`src/rtl/led_pong_engine.sv`:
```
// LED Pong game core: bounces one lit LED between two paddles,
// keeps score and flashes the bar after each missed return.
module led_pong_engine #(
    parameter int WIDTH       = 8,
    parameter int WIN_SCORE   = 7,
    parameter int FLASH_TICKS = 4
) (
    input  logic             Clk,
    input  logic             Rst,
    input  logic             Tick,
    input  logic             Begin,
    input  logic             HitL,
    input  logic             HitR,
    output logic [WIDTH-1:0] Out,
    output logic [3:0]       ScoreL,
    output logic [3:0]       ScoreR,
    output logic             GameOver
);

    localparam int PW = $clog2(WIDTH);
    localparam int FW = $clog2(FLASH_TICKS + 1);
    localparam logic [PW-1:0] LAST = PW'(WIDTH - 1);
    localparam logic [PW-1:0] NEAR_R = PW'(WIDTH - 2);
    localparam logic [FW-1:0] FLASH_LAST = FW'(FLASH_TICKS - 1);
    localparam logic [3:0] WIN = 4'(WIN_SCORE);
    localparam logic [WIDTH-1:0] ONES = {WIDTH{1'b1}};
    localparam logic [WIDTH-1:0] LO_HALF = ONES >> (WIDTH - WIDTH / 2);
    localparam logic [WIDTH-1:0] ONE = WIDTH'(1);

    typedef enum logic [2:0] {
        S_IDLE,
        S_SERVE,
        S_MOVE,
        S_MISS,
        S_OVER
    } state_t;

    state_t            r_state, w_state;
    logic [PW-1:0]     r_pos, w_pos;
    logic              r_dir, w_dir;       // 1 = moving right
    logic              r_server, w_server; // 1 = right player serves
    logic              r_hit_l, w_hit_l;
    logic              r_hit_r, w_hit_r;
    logic [FW-1:0]     r_flash, w_flash;
    logic              r_begin_d;
    logic [WIDTH-1:0]  r_out, w_out;
    logic [3:0]        r_score_l, w_score_l;
    logic [3:0]        r_score_r, w_score_r;
    logic              r_over, w_over;
    logic              w_rise;
    logic              w_at_r;
    logic              w_at_l;
    logic [3:0]        w_scorer_pts;

    assign w_rise = Begin & ~r_begin_d;
    assign w_at_r = (r_pos == LAST) && r_dir;
    assign w_at_l = (r_pos == '0) && !r_dir;
    assign w_scorer_pts = r_server ? r_score_l : r_score_r;

    always_ff @(posedge Clk or negedge Rst) begin
        if (!Rst) begin
            r_state   <= S_IDLE;
            r_pos     <= '0;
            r_dir     <= 1'b1;
            r_server  <= 1'b0;
            r_hit_l   <= 1'b0;
            r_hit_r   <= 1'b0;
            r_flash   <= '0;
            r_begin_d <= 1'b0;
            r_out     <= '0;
            r_score_l <= '0;
            r_score_r <= '0;
            r_over    <= 1'b0;
        end else begin
            r_state   <= w_state;
            r_pos     <= w_pos;
            r_dir     <= w_dir;
            r_server  <= w_server;
            r_hit_l   <= w_hit_l;
            r_hit_r   <= w_hit_r;
            r_flash   <= w_flash;
            r_begin_d <= Begin;
            r_out     <= w_out;
            r_score_l <= w_score_l;
            r_score_r <= w_score_r;
            r_over    <= w_over;
        end
    end

    always_comb begin
        w_state   = r_state;
        w_pos     = r_pos;
        w_dir     = r_dir;
        w_server  = r_server;
        w_hit_l   = r_hit_l;
        w_hit_r   = r_hit_r;
        w_flash   = r_flash;
        w_out     = r_out;
        w_score_l = r_score_l;
        w_score_r = r_score_r;
        w_over    = r_over;
        unique case (r_state)
            S_SERVE: begin
                if (Tick) begin
                    w_state = S_MOVE;
                    w_pos   = r_dir ? r_pos + 1'b1 : r_pos - 1'b1;
                    w_out   = ONE << w_pos;
                end
            end
            S_MOVE: begin
                if (Tick) begin
                    w_hit_l = 1'b0;
                    w_hit_r = 1'b0;
                    if (w_at_r || w_at_l) begin
                        if (w_at_r ? (r_hit_r | HitR) : (r_hit_l | HitL)) begin
                            w_dir = ~r_dir;
                            w_pos = w_at_r ? NEAR_R : PW'(1);
                            w_out = ONE << w_pos;
                        end else begin
                            w_state   = S_MISS;
                            w_out     = ONES;
                            w_flash   = '0;
                            w_server  = w_at_r;
                            w_score_l = r_score_l + {3'b0, w_at_r};
                            w_score_r = r_score_r + {3'b0, w_at_l};
                        end
                    end else begin
                        w_pos = r_dir ? r_pos + 1'b1 : r_pos - 1'b1;
                        w_out = ONE << w_pos;
                    end
                end else begin
                    if (HitR && w_at_r) w_hit_r = 1'b1;
                    if (HitL && w_at_l) w_hit_l = 1'b1;
                end
            end
            S_MISS: begin
                if (Tick) begin
                    if (r_flash == FLASH_LAST) begin
                        w_flash = '0;
                        if (w_scorer_pts == WIN) begin
                            w_state = S_OVER;
                            w_over  = 1'b1;
                            w_out   = r_server ? LO_HALF : ~LO_HALF;
                        end else begin
                            w_state = S_SERVE;
                            w_pos   = r_server ? LAST : '0;
                            w_dir   = ~r_server;
                            w_out   = ONE << w_pos;
                        end
                    end else begin
                        w_flash = r_flash + 1'b1;
                        w_out   = ~r_out;
                    end
                end
            end
            default: ;
        endcase
        // Only IDLE and GAMEOVER accept a new game.
        if (w_rise && (r_state == S_IDLE || r_state == S_OVER)) begin
            w_state   = S_SERVE;
            w_pos     = '0;
            w_dir     = 1'b1;
            w_server  = 1'b0;
            w_hit_l   = 1'b0;
            w_hit_r   = 1'b0;
            w_flash   = '0;
            w_out     = ONE;
            w_score_l = '0;
            w_score_r = '0;
            w_over    = 1'b0;
        end
    end

    assign Out      = r_out;
    assign ScoreL   = r_score_l;
    assign ScoreR   = r_score_r;
    assign GameOver = r_over;

endmodule
```
`config.mk`:
```
export PLATFORM = sky130hd
export DESIGN_NAME = led_pong_engine
export DESIGN_NICKNAME = d
export VERILOG_FILES = /design/src/rtl/led_pong_engine.sv
export SDC_FILE = /design/constraint.sdc
export NUM_CORES = 1
export LEC_CHECK = 0
export ABC_AREA = 1
export BUFFER_PORTS_ARGS = -buffer_cell sky130_fd_sc_hd__buf_2
export CORE_MARGIN = 1
export CORE_UTILIZATION = 47
export DETAILED_ROUTE_END_ITERATION = 8
export PLACE_DENSITY = 0.68
export SYNTH_ARGS = -nofsm -noshare
export SYNTH_HDL_FRONTEND = slang
export SYNTH_SLANG_ARGS = --single-unit
```
`constraint.sdc`:
```
create_clock -name Clk -period 2.4 [get_ports Clk]
set_input_delay 0.24 -clock Clk [delete_from_list [all_inputs] [get_ports Clk]]
set_output_delay 0.24 -clock Clk [all_outputs]
set_load 0.005 [all_outputs]
```
# After elaboration in Yosys (flattened, before gate mapping)
# Cells that the tools add are included.
# classes
shifts,3
bitwise,7
reduce_logical,29
eq_ne,17
add_sub_neg,5
muxes,76
# ops
cell,count
2-to-1 mux 3 bit,25
2-to-1 mux 8 bit,9
2-to-1 mux 4 bit,11
2-to-1 mux 1 bit,26
"inequality test 3 bit, second input constant",8
case mux 8 bit (3 select lines),1
"<< shifter 1 x 3 -> 8 bit, first input constant",3
AND reduction 7 bit,3
case mux 3 bit (3 select lines),2
AND reduction 4 bit,3
nonzero test 2 bit,6
"== test 3 x 2 -> 1 bit, second input constant",3
nonzero test 3 bit,3
adder 4 x 1 -> 4 bit,2
NOT 8 bit,1
"adder 3 x 1 -> 3 bit, second input constant",2
"== test 3 bit, second input constant",2
zero test 3 bit,2
case mux 3 bit (2 select lines),1
logical AND 1 bit,5
AND reduction 5 bit,1
"== test 4 x 3 -> 1 bit, second input constant",1
"inequality test 4 bit, second input constant",1
AND reduction 2 bit,2
10 further kinds,14
# word_totals
out_inout_bits,17
ff_bits,31
wordCells,149
inputBits,6

# Longest topological paths before layout
# logic_depth
ltp_word,9
mapped_depth,12
mapped_depth_nobuf,12

# Least setup slack after synthesis
# OpenSTA, ideal clock, no wires.
# synth_timing
path_type,register -> register
from,register r_pos[0]
to,"register r_out[0], in the netlist Out[0]"
synth_period_minus_slack_ps,1663
required_time_ps,2283
slack_ps,737
stages_incl_launch_ff,11
path_buffers,0
arrival_ps,1545
setup_time_ps,117
path_cell_list,dfrtp_1 inv_1 fa_1 nand3_1 nand2_1 nand2_1 nand2_1 nand2_1 nand2_1 nor2_1 nor2_1
# synth_between
elab_chain_cells,9
elab_cells_between_ends,18
classes_between,add/sub (2); eq/ne (1); shift (2); mux (9); reduce/logical (4)
# synth_lines
item,line,rtl
from (decl),39,"logic [PW-1:0] r_pos, w_pos;"
from (signal assigned),76,r_pos <= w_pos;
"parallel branches: the longest is 7 deep, another holds subtractor 3 x 1 -> 3 bit",--,
case mux 8 bit (3 select lines) (*),102,unique case (r_state)
2-to-1 mux 8 bit (*),159,if (w_rise && (r_state == S_IDLE || r_state == S_OVER)) begin
to (signal assigned),83,r_out <= w_out;
to (decl),46,"logic [WIDTH-1:0] r_out, w_out;"
# Every way passes the cells marked *. The select of a mux whose other input is x is not followed.
# A chain may end at the register's enable or synchronous reset.

# Worst setup path in the final report
# layout_timing
from,register r_state[0]
to,"register r_score_r[1], in the netlist ScoreR[1]"
# layout_between
elab_chain_cells,5
elab_cells_between_ends,11
classes_between,eq/ne (3); mux (1); reduce/logical (7)
# layout_lines
item,line,rtl
from (decl),38,"state_t r_state, w_state;"
from (signal assigned),75,r_state <= w_state;
== test 3 bit or zero test 3 bit (tied branches),159,
logical OR 1 bit,159,
logical AND 1 bit,159,
inequality test 2 x 1 -> 1 bit (no source line) or nonzero test 2 bit (tied branches),--,
AND reduction 4 bit (no source line),--,
to (signal assigned),85,r_score_r <= w_score_r;
to (decl),48,"logic [3:0] r_score_r, w_score_r;"
# Parallel ways exist; a longest one is shown, timed or not.

==> impl_metrics.prom <==
# TYPE chip_impl_metric gauge
chip_impl_info{name="cts_tree",value="yes"} 1
chip_impl_metric{name="worstSkewPairLatency",unit="ns"} 0.29
chip_impl_info{name="commonest_non_fill_non_tap_cells_in_the_layout",value="120 x sky130_fd_sc_hd__nand2_1, 35 x sky130_fd_sc_hd__nand3_1, 30 x sky130_fd_sc_hd__dfrtp_1"} 1
chip_impl_metric{name="final.period_utilization",unit="%"} 88.9
chip_impl_metric{name="chipHeight",unit="um"} 69.2
chip_impl_metric{name="gp_routability_congestion",unit=""} 0.903
chip_impl_info{name="timing.critical_path.to_type",value="register"} 1
chip_impl_metric{name="h-tree-depth",unit=""} 2
chip_impl_metric{name="synthDistinctLibCells",unit=""} 31
chip_impl_metric{name="first_pass_iters",unit=""} 4
chip_impl_metric{name="adder_cell_fraction_of_synth_area",unit="%"} 6.83
chip_impl_metric{name="cts.repair.resized",unit=""} 0
chip_impl_metric{name="yosysSeqAreaShare",unit="%"} 36.6
chip_impl_metric{name="power.density_cell_area",unit="mW/mm^2"} 1270
chip_impl_metric{name="portBuffers",unit=""} 22
chip_impl_metric{name="maxClockFrequency",unit="GHz"} 0.469
chip_impl_info{name="synth_flop_cell",value="sky130_fd_sc_hd__dfrtp_1"} 1
chip_impl_metric{name="remaining_design_rule_violation_count",unit=""} 0
chip_impl_metric{name="async_flop_share",unit="%"} 100
chip_impl_metric{name="ctsHoldBuffers",unit=""} 0
chip_impl_metric{name="maxSlewHeadroom",unit="%"} 53.7
chip_impl_info{name="mostFrequentLayoutCell",value="sky130_fd_sc_hd__nand2_1"} 1
chip_impl_metric{name="core_area",unit="mm^2"} 0.00435
chip_impl_metric{name="clock_sinks",unit=""} 31
chip_impl_info{name="worstSetupStartpointType",value="register"} 1
chip_impl_metric{name="worst_ir_drop_vdd",unit="V"} 0.000673
chip_impl_metric{name="timing_hold_violations_final",unit=""} 0
chip_impl_metric{name="synth_mux_area_share",unit="%"} 0
chip_impl_metric{name="fin_ws",unit="ns"} 0.267
chip_impl_metric{name="grt_start_max_net_pins",unit=""} 32
chip_impl_metric{name="dp_hpwl",unit="um"} 3620
chip_impl_info{name="worstSetupPathType",value="reg -> reg"} 1
chip_impl_metric{name="transition_time_of_the_tightest_slew_check_pin",unit="ns"} 0.695
chip_impl_metric{name="crit_path_dat",unit="ns"} 2.31
chip_impl_metric{name="n_antenna_cell",unit=""} 0
chip_impl_metric{name="fin_nets",unit=""} 341
chip_impl_info{name="status",value="finished, final reports clean"} 1
chip_impl_metric{name="viasPerCell",unit=""} 5.21
chip_impl_info{name="synth_top_family_by_area",value="simple AND/OR/NAND/NOR gates"} 1
chip_impl_metric{name="ys.warnings.count",unit=""} 0
chip_impl_metric{name="finalWorstPathRequiredPeriod",unit="ns"} 2.13
chip_impl_metric{name="cts_buffers",unit=""} 5
chip_impl_metric{name="max_cap_viol_count",unit=""} 0
chip_impl_metric{name="synth_cells",unit=""} 300
chip_impl_metric{name="synth_xor_area_share",unit="%"} 1.65
chip_impl_metric{name="rows",unit=""} 24
chip_impl_metric{name="grt_pass1_wl",unit="um"} 8490
chip_impl_metric{name="syn2layout_area_growth",unit="%"} 11.0
chip_impl_metric{name="dp_slack",unit="ns"} 0.301
chip_impl_metric{name="drive_gt1_share",unit="%"} 16.3
chip_impl_info{name="rsz0062_at_grt",value="false"} 1
chip_impl_metric{name="avgRoutedWirePerCell",unit="um"} 12.9
chip_impl_metric{name="ant_nets",unit=""} 0
chip_impl_metric{name="mappedNetlistArea",unit="mm^2"} 0.00212
chip_impl_metric{name="critical_path_maximum_fanout",unit=""} 16
chip_impl_metric{name="cts.path.max_buffers",unit=""} 2
chip_impl_info{name="hold_path_class",value="in -> async"} 1
chip_impl_metric{name="setup_viol",unit=""} 0
chip_impl_metric{name="final.setup_skew",unit="ns"} 0.00553
chip_impl_metric{name="wl",unit="um"} 4880
chip_impl_metric{name="cellLeakagePower",unit="nW"} 1.33
chip_impl_metric{name="grt_overflow",unit=""} 0
chip_impl_metric{name="via_count_of_the_first_global_routing_pass",unit=""} 1834
chip_impl_metric{name="post_cts_buffers",unit=""} 0
chip_impl_metric{name="synth-seq-cells",unit=""} 31
chip_impl_metric{name="synthesis.area_per_instance",unit="um^2"} 7.08
chip_impl_metric{name="cp.required",unit="ns"} 2.58
chip_impl_metric{name="drv_slew",unit=""} 0
chip_impl_metric{name="detailroute.via_count",unit=""} 1966
chip_impl_metric{name="pin_count",unit=""} 23
chip_impl_metric{name="antenna_found_initial",unit=""} 0
chip_impl_metric{name="global_route.usage.total",unit="%"} 22.6
chip_impl_metric{name="initialDrtViolationCount",unit=""} 116
chip_impl_info{name="ctsRootBufferMaster",value="sky130_fd_sc_hd__clkbuf_8"} 1
chip_impl_metric{name="setup-tns-final",unit="ns"} 0
chip_impl_metric{name="fp.dieArea",unit="mm^2"} 0.00479
chip_impl_metric{name="synth_area_in_compound_gates",unit="%"} 8.95
chip_impl_metric{name="synth_enable_flop_cells",unit=""} 0
chip_impl_metric{name="post_cts_clock_slew_at_the_launch_and_capture_registers_of_the_worst_setup_and_hold_paths",unit="ns"} 0.07
chip_impl_metric{name="floorplan.die.width",unit="um"} 69.2
chip_impl_metric{name="synth_fp_nets",unit=""} 317
chip_impl_metric{name="initial_core_util",unit="%"} 48.8
chip_impl_metric{name="synth-simple-area-share",unit="%"} 38.3
==> cell families after synthesis <==
family                   after synthesis
AND/OR/NAND/NOR                      187
buffers and inverters                 35
XOR/XNOR                               4
adder cells (fa/ha/maj)               11
flip-flops                            31
AO/OA/AOI/OAI                         32
==> per-layer routing <==
layer  routed length [um]  global-route usage [%]  vias up
met3                  268                    3.63        9
met4                   98                    12.7        0
met1                 2380                    31.2      898
met2                 2130                    33.5       58
met5                    0                       0        -
li1                     -                       -     1001
==> critical path, stage by stage, from the launching register on <==
cell and delay (ns):
sky130_fd_sc_hd__dfrtp_1 0.51, sky130_fd_sc_hd__inv_4 0.18, sky130_fd_sc_hd__nand3_2 0.34, sky130_fd_sc_hd__inv_1 0.27, sky130_fd_sc_hd__nor2_1 0.11, sky130_fd_sc_hd__nor2_4 0.28
sky130_fd_sc_hd__inv_1 0.18, sky130_fd_sc_hd__nand2_1 0.10, sky130_fd_sc_hd__nand2_1 0.05
==> report_power, final <==
| part | switching [mW] | total, mW | internal, mW |
|---|---|---|---|
| registers | 0.180 | 0.882 | 0.702 |
| clock network | 0.200 | 0.462 | 0.262 |
| logic | 1.08 | 1.66 | 0.582 |
==> flip-flops by register name (all words and copies together), names as in the netlist <==
signal / count
Out: 8
ScoreL: 4
ScoreR: 4
r_flash: 3
r_pos: 3
r_state: 3
GameOver: 1
r_begin_d: 1
r_dir: 1
r_hit_l: 1
r_hit_r: 1
r_server: 1
==> per-stage QoR <==
stage	util [%]	hold WS, ns	std cells	cell area [um^2]	power, mW
after floorplan	-	-0.0556	300	2120	2.15
after global placement	51.8	0.323	369	2260	2.52
after detailed placement	51.8	0.330	369	2260	2.53
after CTS	54.1	0.0284	377	2360	3.00
after global routing	54.1	0.0696	377	2360	3.30
final	54.1	0.000967	377	2360	3.00
==> cells in the mapped netlist, types with 4 or more instances <==
cell type / instances / area (um^2)
sky130_fd_sc_hd__ha_1: 10 / 125
sky130_fd_sc_hd__o21ai_0: 4 / 20.0
sky130_fd_sc_hd__inv_1: 23 / 86.3
sky130_fd_sc_hd__nor2_1: 16 / 60.1
sky130_fd_sc_hd__a21oi_1: 12 / 60.1
sky130_fd_sc_hd__dfrtp_1: 30 / 751
sky130_fd_sc_hd__xor2_1: 4 / 35.0
sky130_fd_sc_hd__inv_2: 4 / 15.0
sky130_fd_sc_hd__a31oi_1: 4 / 25.0
sky130_fd_sc_hd__nand3_1: 35 / 175
sky130_fd_sc_hd__nand2_1: 120 / 450
sky130_fd_sc_hd__o21ai_1: 6 / 30.0
==> path summary, 6_finish.rpt <==
kind	start	endpoint	slack [ns]	cells after the start
setup / recovery	r_state[0]$_DFFE_PN0P_	ScoreR[1]$_DFFE_PN0P_	0.27	8
hold / removal	Rst	ScoreL[2]$_DFFE_PN0P_	0.001	1
setup reg to reg	r_state[0]$_DFFE_PN0P_	ScoreR[1]$_DFFE_PN0P_	0.27	8
hold reg to reg	GameOver$_DFFE_PN0P_	GameOver$_DFFE_PN0P_	0.48	2
max in group asynchronous	Rst	r_server$_DFFE_PN0P_	1.96	1
min in group Clk	Begin	r_begin_d$_DFF_PN0_	0.09	1
==> layout make-up <==
cell class / instances / area [um^2]
Timing Repair Buffer: 22 / 110
Sequential cell: 31 / 777
Inverter: 30 / 120
Fill cell: 412 / 2000
Tap cell: 52 / 65.1
Multi-Input combinational cell: 234 / 1180
Clock buffer: 8 / 100
Power figures use the tool's default switching activity.
